[src/rtl/bcd_time_loader_pkg.sv]
// Shared state encoding and range limits for BCD time entry.
// No logic: consumed by the loader top and its bench.
package bcd_time_loader_pkg;

  typedef enum logic [2:0] {
    IDLE,
    HR_T,
    HR_U,
    SEC_T,
    SEC_U,
    LOAD
  } state_e;

  localparam int MAX_HR_24 = 23;
  localparam int MAX_HR_12 = 12;
  localparam int MAX_SEC   = 59;
  localparam int BCD_MAX   = 9;

endpackage

[src/rtl/bcd_time_loader_if.sv]
// Preset channel from the loader to the time counters.
// Valid/ready: the master holds load_valid and data until load_ready is seen.
interface bcd_time_loader_if #(
  parameter int WIDTH_HR  = 5,
  parameter int WIDTH_SEC = 6
);

  logic                 load_valid;
  logic                 load_ready;
  logic [WIDTH_HR-1:0]  hr_bin;
  logic [WIDTH_SEC-1:0] sec_bin;

  modport master (
    output load_valid,
    output hr_bin,
    output sec_bin,
    input  load_ready
  );

  modport slave (
    input  load_valid,
    input  hr_bin,
    input  sec_bin,
    output load_ready
  );

endinterface

[src/rtl/bcd_time_loader_entry_timer.sv]
// Restartable down-counter: expired_o is high once TIMEOUT_CYC enabled cycles pass since restart.
// Combinational expiry flag, no backpressure.
module bcd_time_loader_entry_timer #(
  parameter int TIMEOUT_CYC = 1_000_000
) (
  input  logic clk,
  input  logic rst_n,
  input  logic restart_i,
  input  logic enable_i,
  output logic expired_o
);

  localparam int CW = $clog2(TIMEOUT_CYC);
  localparam logic [CW-1:0] RELOAD = CW'(TIMEOUT_CYC - 1);

  logic [CW-1:0] cnt_q, cnt_d;

  always_comb begin
    cnt_d = cnt_q;
    if (restart_i) begin
      cnt_d = RELOAD;
    end else if (enable_i && (cnt_q != '0)) begin
      cnt_d = cnt_q - 1'b1;
    end
  end

  always_ff @(posedge clk or negedge rst_n) begin
    if (!rst_n) begin
      cnt_q <= '0;
    end else begin
      cnt_q <= cnt_d;
    end
  end

  // Restart priority is resolved by the caller, so expiry is not gated by it.
  assign expired_o = enable_i && (cnt_q == '0);

endmodule

[src/rtl/bcd_time_loader.sv]
// Collects HH SS BCD digits, range-checks them per 12h/24h mode, emits a binary preset.
// Preset valid one cycle after the last digit; held stable until load_ready.
module bcd_time_loader
  import bcd_time_loader_pkg::*;
#(
  parameter int WIDTH_HR    = 5,
  parameter int WIDTH_SEC   = 6,
  parameter int TIMEOUT_CYC = 1_000_000
) (
  input  logic                 clk,
  input  logic                 rst_n,
  input  logic                 start,
  input  logic                 cancel,
  input  logic                 mode,
  input  logic                 pm,
  input  logic                 digit_valid,
  input  logic [3:0]           digit,
  bcd_time_loader_if.master    load,
  output logic                 busy,
  output logic [1:0]           digit_pos,
  output logic                 err
);

  state_e               state_q, state_d;
  logic                 mode_q, mode_d;
  logic [3:0]           hr_t_q, hr_t_d;
  logic [3:0]           hr_u_q, hr_u_d;
  logic [3:0]           sec_t_q, sec_t_d;
  logic [WIDTH_HR-1:0]  hr_q, hr_d;
  logic [WIDTH_SEC-1:0] sec_q, sec_d;
  logic                 valid_q, valid_d;
  logic                 err_q, err_d;

  logic       digit_ok;
  logic       restart;
  logic       expired;
  logic [6:0] hr_raw, hr_conv, sec_raw;

  always_comb begin
    digit_ok = 1'b0;
    if (digit <= 4'(BCD_MAX)) begin
      case (state_q)
        HR_T:  digit_ok = mode_q ? (digit <= 4'(MAX_HR_24 / 10))
                                 : (digit <= 4'(MAX_HR_12 / 10));
        HR_U: begin
          if (mode_q) begin
            digit_ok = (hr_t_q == 4'(MAX_HR_24 / 10)) ? (digit <= 4'(MAX_HR_24 % 10)) : 1'b1;
          end else if (hr_t_q == 4'(MAX_HR_12 / 10)) begin
            digit_ok = (digit <= 4'(MAX_HR_12 % 10));
          end else begin
            digit_ok = (digit != 4'd0);
          end
        end
        SEC_T:   digit_ok = (digit <= 4'(MAX_SEC / 10));
        SEC_U:   digit_ok = 1'b1;
        default: digit_ok = 1'b0;
      endcase
    end
  end

  // 12h: hour 12 is midnight/noon, every other hour shifts by 12 in the afternoon.
  always_comb begin
    hr_raw  = 7'(hr_t_q) * 7'd10 + 7'(hr_u_q);
    sec_raw = 7'(sec_t_q) * 7'd10 + 7'(digit);
    hr_conv = hr_raw;
    if (!mode_q) begin
      if (hr_raw == 7'(MAX_HR_12)) begin
        hr_conv = pm ? 7'(MAX_HR_12) : 7'd0;
      end else if (pm) begin
        hr_conv = hr_raw + 7'(MAX_HR_12);
      end
    end
  end

  always_comb begin
    state_d = state_q;
    mode_d  = mode_q;
    hr_t_d  = hr_t_q;
    hr_u_d  = hr_u_q;
    sec_t_d = sec_t_q;
    hr_d    = hr_q;
    sec_d   = sec_q;
    valid_d = valid_q;
    err_d   = 1'b0;
    restart = 1'b0;
    case (state_q)
      IDLE: begin
        if (start && !cancel) begin
          state_d = HR_T;
          mode_d  = mode;
          restart = 1'b1;
        end
      end
      LOAD: begin
        if (load.load_ready) begin
          state_d = IDLE;
          valid_d = 1'b0;
        end
      end
      default: begin
        if (cancel) begin
          state_d = IDLE;
        end else if (start) begin
          state_d = HR_T;
          mode_d  = mode;
          restart = 1'b1;
        end else if (digit_valid && digit_ok) begin
          restart = 1'b1;
          case (state_q)
            HR_T: begin
              hr_t_d  = digit;
              state_d = HR_U;
            end
            HR_U: begin
              hr_u_d  = digit;
              state_d = SEC_T;
            end
            SEC_T: begin
              sec_t_d = digit;
              state_d = SEC_U;
            end
            default: begin
              hr_d    = WIDTH_HR'(hr_conv);
              sec_d   = WIDTH_SEC'(sec_raw);
              valid_d = 1'b1;
              state_d = LOAD;
            end
          endcase
        end else if (expired) begin
          state_d = IDLE;
          err_d   = 1'b1;
        end else if (digit_valid) begin
          err_d = 1'b1;
        end
      end
    endcase
  end

  always_ff @(posedge clk or negedge rst_n) begin
    if (!rst_n) begin
      state_q <= IDLE;
      mode_q  <= 1'b0;
      hr_t_q  <= '0;
      hr_u_q  <= '0;
      sec_t_q <= '0;
      hr_q    <= '0;
      sec_q   <= '0;
      valid_q <= 1'b0;
      err_q   <= 1'b0;
    end else begin
      state_q <= state_d;
      mode_q  <= mode_d;
      hr_t_q  <= hr_t_d;
      hr_u_q  <= hr_u_d;
      sec_t_q <= sec_t_d;
      hr_q    <= hr_d;
      sec_q   <= sec_d;
      valid_q <= valid_d;
      err_q   <= err_d;
    end
  end

  bcd_time_loader_entry_timer #(
    .TIMEOUT_CYC (TIMEOUT_CYC)
  ) u_timer (
    .clk       (clk),
    .rst_n     (rst_n),
    .restart_i (restart),
    .enable_i  (busy),
    .expired_o (expired)
  );

  always_comb begin
    case (state_q)
      HR_U:    digit_pos = 2'd1;
      SEC_T:   digit_pos = 2'd2;
      SEC_U:   digit_pos = 2'd3;
      default: digit_pos = 2'd0;
    endcase
  end

  assign busy            = (state_q == HR_T) || (state_q == HR_U) ||
                           (state_q == SEC_T) || (state_q == SEC_U);
  assign err             = err_q;
  assign load.load_valid = valid_q;
  assign load.hr_bin     = hr_q;
  assign load.sec_bin    = sec_q;

endmodule

[src/flat_wrapper.sv]
// flat-port wrapper written by rule: the top's interface ports become plain ports
module bcd_time_loader_flat import bcd_time_loader_pkg::*;
#(
  parameter int WIDTH_HR    = 5,
  parameter int WIDTH_SEC   = 6,
  parameter int TIMEOUT_CYC = 1_000_000
)
  (clk, rst_n, start, cancel, mode, pm, digit_valid, digit, busy, digit_pos, err, load_load_valid, load_hr_bin, load_sec_bin, load_load_ready);
  bcd_time_loader_if #(.WIDTH_HR(WIDTH_HR), .WIDTH_SEC(WIDTH_SEC)) load_i ();
  input  logic clk;
  input  logic rst_n;
  input  logic start;
  input  logic cancel;
  input  logic mode;
  input  logic pm;
  input  logic digit_valid;
  input  logic [3:0] digit;
  output logic busy;
  output logic [1:0] digit_pos;
  output logic err;
  output wire logic [$bits(load_i.load_valid)-1:0] load_load_valid;
  output wire logic [$bits(load_i.hr_bin)-1:0] load_hr_bin;
  output wire logic [$bits(load_i.sec_bin)-1:0] load_sec_bin;
  input wire logic [$bits(load_i.load_ready)-1:0] load_load_ready;
  assign load_load_valid = load_i.load_valid;
  assign load_hr_bin = load_i.hr_bin;
  assign load_sec_bin = load_i.sec_bin;
  assign load_i.load_ready = load_load_ready;
  bcd_time_loader #(.WIDTH_HR(WIDTH_HR), .WIDTH_SEC(WIDTH_SEC), .TIMEOUT_CYC(TIMEOUT_CYC)) u_core (.clk(clk), .rst_n(rst_n), .start(start), .cancel(cancel), .mode(mode), .pm(pm), .digit_valid(digit_valid), .digit(digit), .load(load_i), .busy(busy), .digit_pos(digit_pos), .err(err));
endmodule
[config.mk]
export PLATFORM = sky130hd
export DESIGN_NAME = bcd_time_loader_flat
export DESIGN_NICKNAME = d
export VERILOG_FILES = /design/src/rtl/bcd_time_loader_pkg.sv /design/src/rtl/bcd_time_loader_if.sv /design/src/rtl/bcd_time_loader_entry_timer.sv /design/src/rtl/bcd_time_loader.sv /design/src/flat_wrapper.sv
export SDC_FILE = /design/constraint.sdc
export NUM_CORES = 1
export LEC_CHECK = 0
export BUFFER_PORTS_ARGS = -buffer_cell sky130_fd_sc_hd__clkbuf_2
export CORE_MARGIN = 3
export CORE_UTILIZATION = 50
export DETAILED_ROUTE_END_ITERATION = 7
export PLACE_DENSITY = 0.73
export SKIP_CTS_REPAIR_TIMING = 1
export SYNTH_ARGS = -nofsm -noshare
export SYNTH_HDL_FRONTEND = slang
export SYNTH_HIERARCHICAL = 1
export SYNTH_SLANG_ARGS = --single-unit
[constraint.sdc]
create_clock -name clk -period 2.7 [get_ports clk]
set_clock_uncertainty 0.1 [all_clocks]
set_input_delay 0.54 -clock clk [delete_from_list [all_inputs] [get_ports clk]]
set_output_delay 0.54 -clock clk [all_outputs]
set_load 0.05 [all_outputs]
==> key figures, run 1 <==
Status
  • Outcome: finished, violations left
  • Failing checks: negative setup slack

GRT
  • Total GRT Usage: between 20% and 30%
  • Largest net degree at the start of global routing: 29
  • Initial antenna violation count: 0
  • First-pass GRT wire length: 11900 µm
  • Vias in the first global route: ~2600
  • Remaining global-route overflow: 0

Logic synthesis
  • Adder-Cell Fraction of Synth Area: 8.61%
  • Post-synthesis mux area share: 8.53%
  • Synth Area in Simple Gates: about a quarter
  • Synth Instances: 323
  • Avg Cell Area, Syn: 9.72 µm²
  • Post-synthesis sequential area ratio: 39.1%
  • Largest family of logic cells by synthesized area: simple AND/OR/NAND/NOR gates
  • Post-synth net total: ~350
  • Most used DFF post-synth: dfrtp_1
  • Synth Area in XOR/XNOR: ~2.8%
  • Synth Register Bits: 49
  • Async S/R FF share, synth: 100%
  • Number of flops mapped to enable cells by yosys: 0
  • Yosys cell types: 61
  • Compound-Gate Fraction of Synth Area: ~14%
  • Mapped cell area: 3140 µm²
  • Ys Warns: 6

Die
  • Placeable Area: 5990 µm²
  • FP Rows: 28
  • Die width: 85.2 µm
  • Initial Util: 52.4%
  • I/O Pins: 28
  • Die ar.: 7260 µm²
  • Chip height: approximately 85 µm

Timing
  • Setup ws final: -0.117 ns
  • Slew @ Worst Pin: 0.746 ns
  • Setup violators final: 1
  • Fin. max-slew vios: 0
  • Fmax: 355 MHz
  • RSZ-0062 raised after global routing: true
  • Hold_ws: 0.0219 ns
  • Normalized max-slew margin: 49.8%
  • Clock period minus worst slack: between 2 and 3 ns
  • Final hold viol count: 0
  • Tcrit/Tclk final: 104%

Clocking
  • Clk slew on worst S/H paths: 0.09 ns
  • CTS tree: built
  • Clock sinks: 49
  • Cts bufs inserted: 5
  • Bufs on Longest Clock Path: 2
  • Root buffer cell: clkbuf_8
  • Number of H-tree levels: 2
  • Skew-Pair Late Insertion Delay: 0.31 ns

Finish
  • Final Util: 63.9%
  • Most frequent cells in the layout: dfrtp_1 (47), buf_4 (36), clkbuf_2 (27)
  • Most common cell after layout, fill and taps aside: dfrtp_1
  • Area grow syn2layout: 21.9%
  • Ant diodes: 0
  • Design Area, Final: 3830 µm²
  • Share of layout cells above drive strength 1: between 20 and 30%
  • Nets@finish: 415

Placement
  • Placed Instance Area: about 3600 µm²
  • RD Place Congestion: 0.850
  • DP HPWL: 5260 µm
  • Port bufs: 27

Worst setup path
  • WP data required: 2.84 ns
  • Critical path capture point type: flip-flop
  • Worst setup path category: reg -> reg
  • Crit-path max FO: 3
  • CP arrival: 2.96 ns
  • CP Launch Type: flip-flop

Power and ir drop
  • Leak: 1.71 nW
  • Total power: approximately 1.9 mW
  • Max VDD drop: 358 µV
  • PD cells: around 480 nW/µm²

Drt
  • Drt pass-1 iters: 4
  • WL final: 7340 µm
  • DRC: 0
  • Via/cell ratio: 5.80
  • Via Count: 2666
  • DR WL/cell: 15.9 µm
  • Detail Route Antenna Nets: 0
  • DRT iter0 DRCs: between 100 and 150

Run
  • Max_cap viols: 0

Hold path
  • Min-Delay Path Class: in -> async
through the flow:
stage,worst slack [ns],setup TNS [ns],std cells
5_1_grt,-0.196,-0.256,460
6_report,-0.117,-0.117,460
3_3_place_gp,-0.128,-0.862,448
4_1_cts,-0.259,-2.57,456
3_5_place_dp,-0.248,-2.33,448
2_1_floorplan,0.00384,0,323
cell usage after synthesis (all sizes together) (2+ instances only):
| cell | number | share of area (%) |
|---|---|---|
| and2 | 3 | 0.60 |
| nor4b | 3 | 0.84 |
| nor4 | 6 | 1.9 |
| nor3 | 9 | 2.0 |
| buf | 3 | 0.56 |
| a211oi | 6 | 1.4 |
| mux2i | 8 | 2.6 |
| clkbuf | 7 | 0.84 |
| xor2 | 4 | 1.1 |
| o21a | 3 | 0.72 |
| o31ai | 4 | 0.96 |
| dfrtp | 49 | 39 |
| a21o | 3 | 0.72 |
| fa | 3 | 1.9 |
| o21ai | 21 | 3.3 |
| nor3b | 3 | 0.72 |
| or4 | 9 | 2.4 |
| nand2 | 18 | 2.2 |
| inv | 15 | 1.8 |
| nor2 | 27 | 3.2 |
| ha | 16 | 6.4 |
| or3b | 2 | 0.56 |
| or3 | 10 | 2.3 |
| xnor2 | 6 | 1.7 |
| mux2 | 16 | 6.0 |
| nand2b | 3 | 0.60 |
| a21oi | 18 | 3.0 |
| nor2b | 15 | 3.0 |
| nand4 | 3 | 0.60 |
| nand3 | 11 | 1.8 |
worst paths after layout:
kind | start | endpoint | slack [ns] | depth (start not counted)
worst min-delay path | rst_n | u_core/load.hr_bin[4] | 0.02 | 1
worst max register to register | u_core/hr_t_q[3] | u_core/load.hr_bin[4] | -0.12 | 9
min in group clk | mode | u_core/mode_q | 0.37 | 2
worst min register to register | u_core/load.sec_bin[3] | u_core/load.sec_bin[3] | 0.39 | 2
worst max-delay path | u_core/hr_t_q[3] | u_core/load.hr_bin[4] | -0.12 | 9
max in group asynchronous | rst_n | u_core/state_q[2] | 1.89 | 2
metal layers:
metal / routed length, µm / share of wire [%] / GRT usage (%) / vias up
li1: - / - / - / 1306
met1: 3320 / 45 / 27.4 / 1303
met2: 3640 / 50 / 34.1 / 52
met3: 302 / 4.1 / 3.20 / 5
met4: 70 / 0.95 / 6.91 / 0
met5: 0 / 0 / 0 / -
worst max-delay path, stage by stage (launching register included):
cell and delay (ns):
dfrtp_2 0.44, ha_4 0.25, ha_4 0.15, fa_2 0.55, nor4b_2 0.05, a211oi_1 0.24, o32a_1 0.26, nor2_2 0.06
or4_4 0.48, a2bb2oi_2 0.16
sequential cells by signal (all words and copies together) (netlist names):
name                    count
u_core/hr_t_q               4
u_core/hr_u_q               4
u_core/state_q              3
u_core/u_timer/cnt_q       20
u_core/load.load_valid      1
u_core/err                  1
u_core/sec_t_q              4
u_core/load.hr_bin          5
u_core/mode_q               1
u_core/load.sec_bin         6
logic make-up (layout without fill, tap and decap cells):
group,count (synthesis),in the layout
AOI/OAI and AO/OA,69,70
adders and majority gates,20,20
and+or+nand+nor,126,126
muxes,24,24
buffers and inverters,25,86
xor gates and xnor gates,10,10
DFF,49,49
report_power, final:
part           internal [mW]  switching, mW  total (mW)  leakage [nW]
logic                  0.193          0.284       0.478          1.03
clock network          0.302          0.260       0.562        0.0574
registers              0.772         0.0401       0.812         0.615
area by class of cell:
cell class,count,area [µm²]
fillers,484,2160
multi-input cells,250,1920
flip-flops and latches,49,1230
repair buffers,63,405
inverters,15,56.3
well taps,75,93.8
clock inverters,2,37.5
clock buffers,6,82.6
No activity file was read; power rests on OpenSTA's default activity.
==> run 2: changes to the inputs <==
--- a/config.mk
+++ b/config.mk
@@ -15,3 +15,4 @@
 export SYNTH_HDL_FRONTEND = slang
 export SYNTH_HIERARCHICAL = 1
 export SYNTH_SLANG_ARGS = --single-unit
+export TNS_END_PERCENT = 1
==> key figures, run 2 (synthesis results as in run 1) <==
Status
  • Outcome: finished, violations left (unchanged)
  • Failing checks: negative setup slack (unchanged)

Clocking
  • Root buffer cell: clkbuf_8 (unchanged)
  • Skew-Pair Late Insertion Delay: 0.30 ns (was 0.31 ns)
  • CTS tree: built (unchanged)
  • Clock sinks: 49 (unchanged)
  • Number of H-tree levels: 2 (unchanged)
  • Clk slew on worst S/H paths: 0.10 ns (was 0.09 ns)
  • Bufs on Longest Clock Path: 2 (unchanged)
  • Cts bufs inserted: 5 (unchanged)

Timing
  • Fmax: 351 MHz (was 355 MHz)
  • Normalized max-slew margin: 54.5% (was 49.8%)
  • Setup ws final: -0.150 ns (was -0.117 ns)
  • Hold_ws: 0.146 ns (was 0.0219 ns)
  • Clock period minus worst slack: 2.85 ns (was 2.82 ns)
  • Setup violators final: 3 (was 1)
  • Slew @ Worst Pin: 0.682 ns (was 0.746 ns)
  • Sum Neg Setup Slack: -0.326 ns (was -0.117 ns)
  • Final hold viol count: 0 (unchanged)
  • RSZ-0062 raised after global routing: true (unchanged)
  • Fin. max-slew vios: 0 (unchanged)
  • Tcrit/Tclk final: 106% (was 104%)

Drt
  • Via Count: 2624 (was 2666)
  • WL final: 6880 µm (was 7340 µm)
  • Detail Route Antenna Nets: 0 (unchanged)
  • DRT iter0 DRCs: 104 (was 120)
  • DR WL/cell: 15.0 µm (was 15.9 µm)
  • Drt pass-1 iters: 4 (unchanged)
  • Via/cell ratio: 5.72 (was 5.80)
  • DRC: 0 (unchanged)

Die
  • Die ar.: 7260 µm² (unchanged)
  • I/O Pins: 28 (unchanged)
  • Chip height: 85.2 µm (unchanged)
  • Initial Util: 52.4% (unchanged)
  • Die width: 85.2 µm (unchanged)
  • Placeable Area: 5990 µm² (unchanged)
  • FP Rows: 28 (unchanged)

Worst setup path
  • Critical-path top delay cell: fa_2 (unchanged)
  • Worst setup path category: reg -> reg (unchanged)
  • Kind of cell adding the most delay to the critical path: adder cells (unchanged)
  • WP data required: 2.83 ns (was 2.84 ns)
  • CP Launch Type: flip-flop (unchanged)
  • Critical path capture point type: flip-flop (unchanged)
  • Crit-path max FO: 3 (unchanged)
  • Slowest cell delay on critical path: 0.62 ns (was 0.55 ns)
  • Critical path buffer and inverter count: 0 (unchanged)
  • CP arrival: 2.98 ns (was 2.96 ns)
  • CP cell instances: ha_1, ha_2, fa_2, nor4b_4, a211oi_2, o32a_1, nor2_2, or4_4, a2bb2oi_2 (was ha_4, ha_4, fa_2, nor4b_2, a211oi_1, o32a_1, nor2_2, or4_4, a2bb2oi_2)

Finish
  • Share of layout cells above drive strength 1: 28.6% (was 29.1%)
  • Most common cell after layout, fill and taps aside: dfrtp_1 (unchanged)
  • Largest register by flop count: u_core/u_timer/cnt_q (unchanged)
  • Ant diodes: 0 (unchanged)
  • Area grow syn2layout: 20.2% (was 21.9%)
  • Most frequent cells in the layout: dfrtp_1 (49), buf_4 (36), clkbuf_2 (27) (was dfrtp_1 (47), buf_4 (36), clkbuf_2 (27))
  • Largest register FFs: 20 (unchanged)
  • FILL cells: 484 (unchanged)
  • Nets@finish: 414 (was 415)

Hold path
  • Min-Delay Path Class: in -> async (unchanged)

GRT
  • Total GRT Usage: 20.3% (was 20.5%)
  • Met3 Track Usage GR: 3.79% (was 3.20%)
  • Vias in the first global route: 2636 (was 2568)
  • GRT met2 Usage: 33.1% (was 34.1%)
  • First-pass GRT wire length: 12200 µm (was 11900 µm)
  • Largest net degree at the start of global routing: 29 (unchanged)
  • Initial antenna violation count: 0 (unchanged)
  • Met1 Track Usage GR: 28.0% (was 27.4%)
  • Remaining global-route overflow: 0 (unchanged)
  • GR peak layer: met2 (unchanged)

Placement
  • Port bufs: 27 (unchanged)
  • DP HPWL: 5160 µm (was 5260 µm)
  • Post-Place Setup Slack: -0.215 ns (was -0.248 ns)
  • RD Place Congestion: 0.839 (was 0.850)

Run
  • Max_cap viols: 0 (unchanged)

Power and ir drop
  • Max VDD drop: 279 µV (was 358 µV)
  • Leak: 1.69 nW (was 1.71 nW)
  • PD cells: 453 nW/µm² (was 484 nW/µm²)
==> run 2: changes by cell type in the layout (fill, tap and decap cells not counted), sizes merged <==
cell / before / now
bufinv: 1 / 0
clkinvlp: 1 / 2
a21oi: 19 / 18
==> run 2: final timing paths <==
kind	from	to	slack, ns	depth (start not counted)
max in group asynchronous	rst_n	u_core/hr_t_q[3]	1.70	2
hold / removal	rst_n	u_core/hr_u_q[3]	0.15	1
setup reg to reg	u_core/hr_t_q[3]	u_core/load.hr_bin[4]	-0.15	9
hold reg to reg	u_core/load.hr_bin[3]	u_core/load.hr_bin[3]	0.40	2
setup / recovery	u_core/hr_t_q[3]	u_core/load.hr_bin[4]	-0.15	9
min in group clk	mode	u_core/mode_q	0.37	2
==> run 2: worst register-to-register path: stages (launching register included) <==
cell and delay (ns):
dfrtp_1 0.40, ha_1 0.31, ha_2 0.18, fa_2 0.62
nor4b_4 0.06, a211oi_2 0.20, o32a_1 0.26, nor2_2 0.07
or4_4 0.48, a2bb2oi_2 0.12
==> run 2: per-stage QoR <==
| stage | utilization [%] | power [mW] | area [µm²] | cells |
|---|---|---|---|---|
| 6_report | 62.9 | 1.71 | 3770 | 459 |
| 5_1_grt | 62.9 | 1.82 | 3770 | 459 |
| 4_1_cts | 61.5 | 1.71 | 3680 | 458 |
| 3_5_place_dp | 60.0 | 1.27 | 3600 | 450 |
| 3_3_place_gp | 60.0 | 1.26 | 3600 | 450 |
| 2_1_floorplan | - | 1.11 | 3150 | 323 |
==> run 2: layer usage <==
| layer | wire [µm] | vias to the layer above |
|---|---|---|
| li1 | - | 1297 |
| met1 | 3240 | 1279 |
| met2 | 3350 | 42 |
| met3 | 243 | 6 |
| met4 | 52 | 0 |
| met5 | 0 | - |
==> run 2: report_power, final <==
| part | switching [mW] | internal [mW] |
|---|---|---|
| Combinational | 0.274 | 0.188 |
| Sequential | 0.0394 | 0.772 |
| Clock | 0.253 | 0.183 |
==> run 2: layout make-up <==
| class | instances | area (µm²) | share of cell area, % |
|---|---|---|---|
| Timing Repair Buffer | 63 | 405 | 10.7 |
| Sequential cell | 49 | 1230 | 32.5 |
| Tap cell | 75 | 93.8 | 2.49 |
| Clock buffer | 6 | 72.6 | 1.92 |
| Inverter | 15 | 56.3 | 1.49 |
| Multi-Input combinational cell | 249 | 1900 | 50.4 |
| Clock inverter | 2 | 15.0 | 0.398 |
==> run 3: changes to the inputs <==
--- a/config.mk
+++ b/config.mk
@@ -6,10 +6,12 @@
 export NUM_CORES = 1
 export LEC_CHECK = 0
 export BUFFER_PORTS_ARGS = -buffer_cell sky130_fd_sc_hd__clkbuf_2
+export CAP_MARGIN = 15
 export CORE_MARGIN = 3
 export CORE_UTILIZATION = 50
 export DETAILED_ROUTE_END_ITERATION = 7
 export PLACE_DENSITY = 0.73
+export RECOVER_POWER = 25
 export SKIP_CTS_REPAIR_TIMING = 1
 export SYNTH_ARGS = -nofsm -noshare
 export SYNTH_HDL_FRONTEND = slang
==> key figures, run 3 (synthesis results as in run 1) <==
Power and ir drop
  • Total power: 1.71 mW (about the same)
  • PD cells: 456 nW/µm² (was 453 nW/µm²)
  • Max VDD drop: 280 µV (was 279 µV)
  • Leak: 1.68 nW (was 1.69 nW)

Drt
  • Via Count: 2636 (was 2624)
  • Drt pass-1 iters: 4 (unchanged)
  • DR WL/cell: 14.9 µm (was 15.0 µm)
  • Via/cell ratio: 5.73 (was 5.72)
  • DRC: 0 (unchanged)
  • WL final: 6830 µm (was 6880 µm)
  • Detail Route Antenna Nets: 0 (unchanged)
  • DRT iter0 DRCs: 117 (was 104)

Placement
  • Cells after DPL: 450 (unchanged)
  • Placed Instance Area: 3600 µm² (unchanged)
  • RD Place Congestion: 0.839 (unchanged)
  • Port bufs: 27 (unchanged)
  • Post-Place Setup Slack: -0.215 ns (unchanged)
  • DP HPWL: 5160 µm (unchanged)

Clocking
  • Number of H-tree levels: 2 (unchanged)
  • Clk slew on worst S/H paths: 0.10 ns (about the same)
  • Bufs on Longest Clock Path: 2 (unchanged)
  • Clock sinks: 49 (unchanged)
  • Skew-Pair Late Insertion Delay: 0.30 ns (about the same)
  • CTS tree: built (unchanged)
  • Cts bufs inserted: 5 (unchanged)
  • Root buffer cell: clkbuf_8 (unchanged)

Finish
  • Most frequent cells in the layout: dfrtp_1 (49), buf_4 (35), clkbuf_2 (26), nor2_1 (26), o21ai_0 (19) (was dfrtp_1 (49), buf_4 (36), clkbuf_2 (27))
  • Ant diodes: 0 (unchanged)
  • Area grow syn2layout: 19.7% (was 20.2%)
  • Final Util: 62.7% (was 62.9%)
  • Design Area, Final: 3760 µm² (was 3770 µm²)
  • Most common cell after layout, fill and taps aside: dfrtp_1 (unchanged)
  • Non-filler instance count after layout: 460 (was 459)
  • Share of layout cells above drive strength 1: 27.5% (was 28.6%)
  • Largest register by flop count: u_core/u_timer/cnt_q (unchanged)
  • Nets@finish: 415 (was 414)
  • Register Area: 1230 µm² (unchanged)
  • FILL cells: 486 (was 484)
  • Largest register FFs: 20 (unchanged)
  • Multi-input gate area: 1880 µm² (was 1900 µm²)

Timing
  • Normalized max-slew margin: 7.46% (was 54.5%)
  • Sum Neg Setup Slack: -0.316 ns (was -0.326 ns)
  • Fin. max-slew vios: 0 (unchanged)
  • Slew @ Worst Pin: 1.39 ns (was 0.682 ns)
  • Setup ws final: -0.148 ns (was -0.150 ns)
  • RSZ-0062 raised after global routing: true (unchanged)
  • Hold_ws: 0.367 ns (was 0.146 ns)
  • Clock period minus worst slack: 2.85 ns (about the same)
  • Setup violators final: 3 (unchanged)
  • Tcrit/Tclk final: 105% (was 106%)
  • Final hold viol count: 0 (unchanged)
  • Fmax: 351 MHz (about the same)

Die
  • Die width: 85.2 µm (unchanged)
  • Placeable Area: 5990 µm² (unchanged)
  • Die ar.: 7260 µm² (unchanged)
  • FP Rows: 28 (unchanged)
  • Chip height: 85.2 µm (unchanged)
  • I/O Pins: 28 (unchanged)
  • Initial Util: 52.4% (unchanged)

Run
  • Max_cap viols: 0 (unchanged)

GRT
  • Largest net degree at the start of global routing: 29 (unchanged)
  • Remaining global-route overflow: 0 (unchanged)
  • First-pass GRT wire length: 12200 µm (unchanged)
  • Initial antenna violation count: 0 (unchanged)
  • Vias in the first global route: 2636 (unchanged)
  • Total GRT Usage: 20.3% (unchanged)

Worst setup path
  • WP data required: 2.83 ns (about the same)
  • CP Launch Type: flip-flop (unchanged)
  • Worst setup path category: reg -> reg (unchanged)
  • CP arrival: 2.98 ns (about the same)
  • Critical path capture point type: flip-flop (unchanged)
  • Crit-path max FO: 3 (unchanged)

Hold path
  • Min-Delay Path Class: in -> reg (was in -> async)

Status
  • Failing checks: negative setup slack (unchanged)
  • Outcome: finished, violations left (unchanged)
==> run 3: report_power, final <==
| part | leakage, nW | internal [mW] | switching (mW) |
|---|---|---|---|
| clock network | 0.0374 | 0.183 | 0.254 |
| registers | 0.618 | 0.772 | 0.0399 |
| logic | 1.03 | 0.190 | 0.273 |
==> run 3: layout make-up <==
cell class / instances / share of cell area [%]
multi-input combinational: 249 / 50.0
sequential: 49 / 32.6
timing repair buffer: 64 / 11.1
tap: 75 / 2.50
clock buffer: 6 / 1.93
inverter: 15 / 1.50
clock inverter: 2 / 0.400
==> run 3: final timing paths <==
path | from | end | slack [ns] | cells after the start
min | mode | u_core/mode_q | 0.37 | 2
min in group asynchronous | rst_n | u_core/load.sec_bin[2] | 0.44 | 1
max | u_core/hr_t_q[3] | u_core/load.hr_bin[4] | -0.15 | 9
min reg2reg | u_core/load.hr_bin[3] | u_core/load.hr_bin[3] | 0.40 | 2
max reg2reg | u_core/hr_t_q[3] | u_core/load.hr_bin[4] | -0.15 | 9
max in group asynchronous | rst_n | u_core/u_timer/cnt_q[4] | 0.81 | 2
==> run 3: routing by layer <==
layer	GRT usage [%]	up-vias	wire length, µm
met5	0	-	0
met4	5.04	0	52
met3	3.79	6	271
met2	33.1	51	3270
met1	28.0	1283	3240
li1	-	1296	-
==> run 3: worst max-delay path, cell delays in order (launching register included) <==
cell and delay, ns:
dfrtp_1 0.40, ha_1 0.31, ha_2 0.18, fa_2 0.62, nor4b_4 0.06, a211oi_2 0.20
o32a_1 0.26, nor2_2 0.07, or4_4 0.48, a2bb2oi_2 0.12
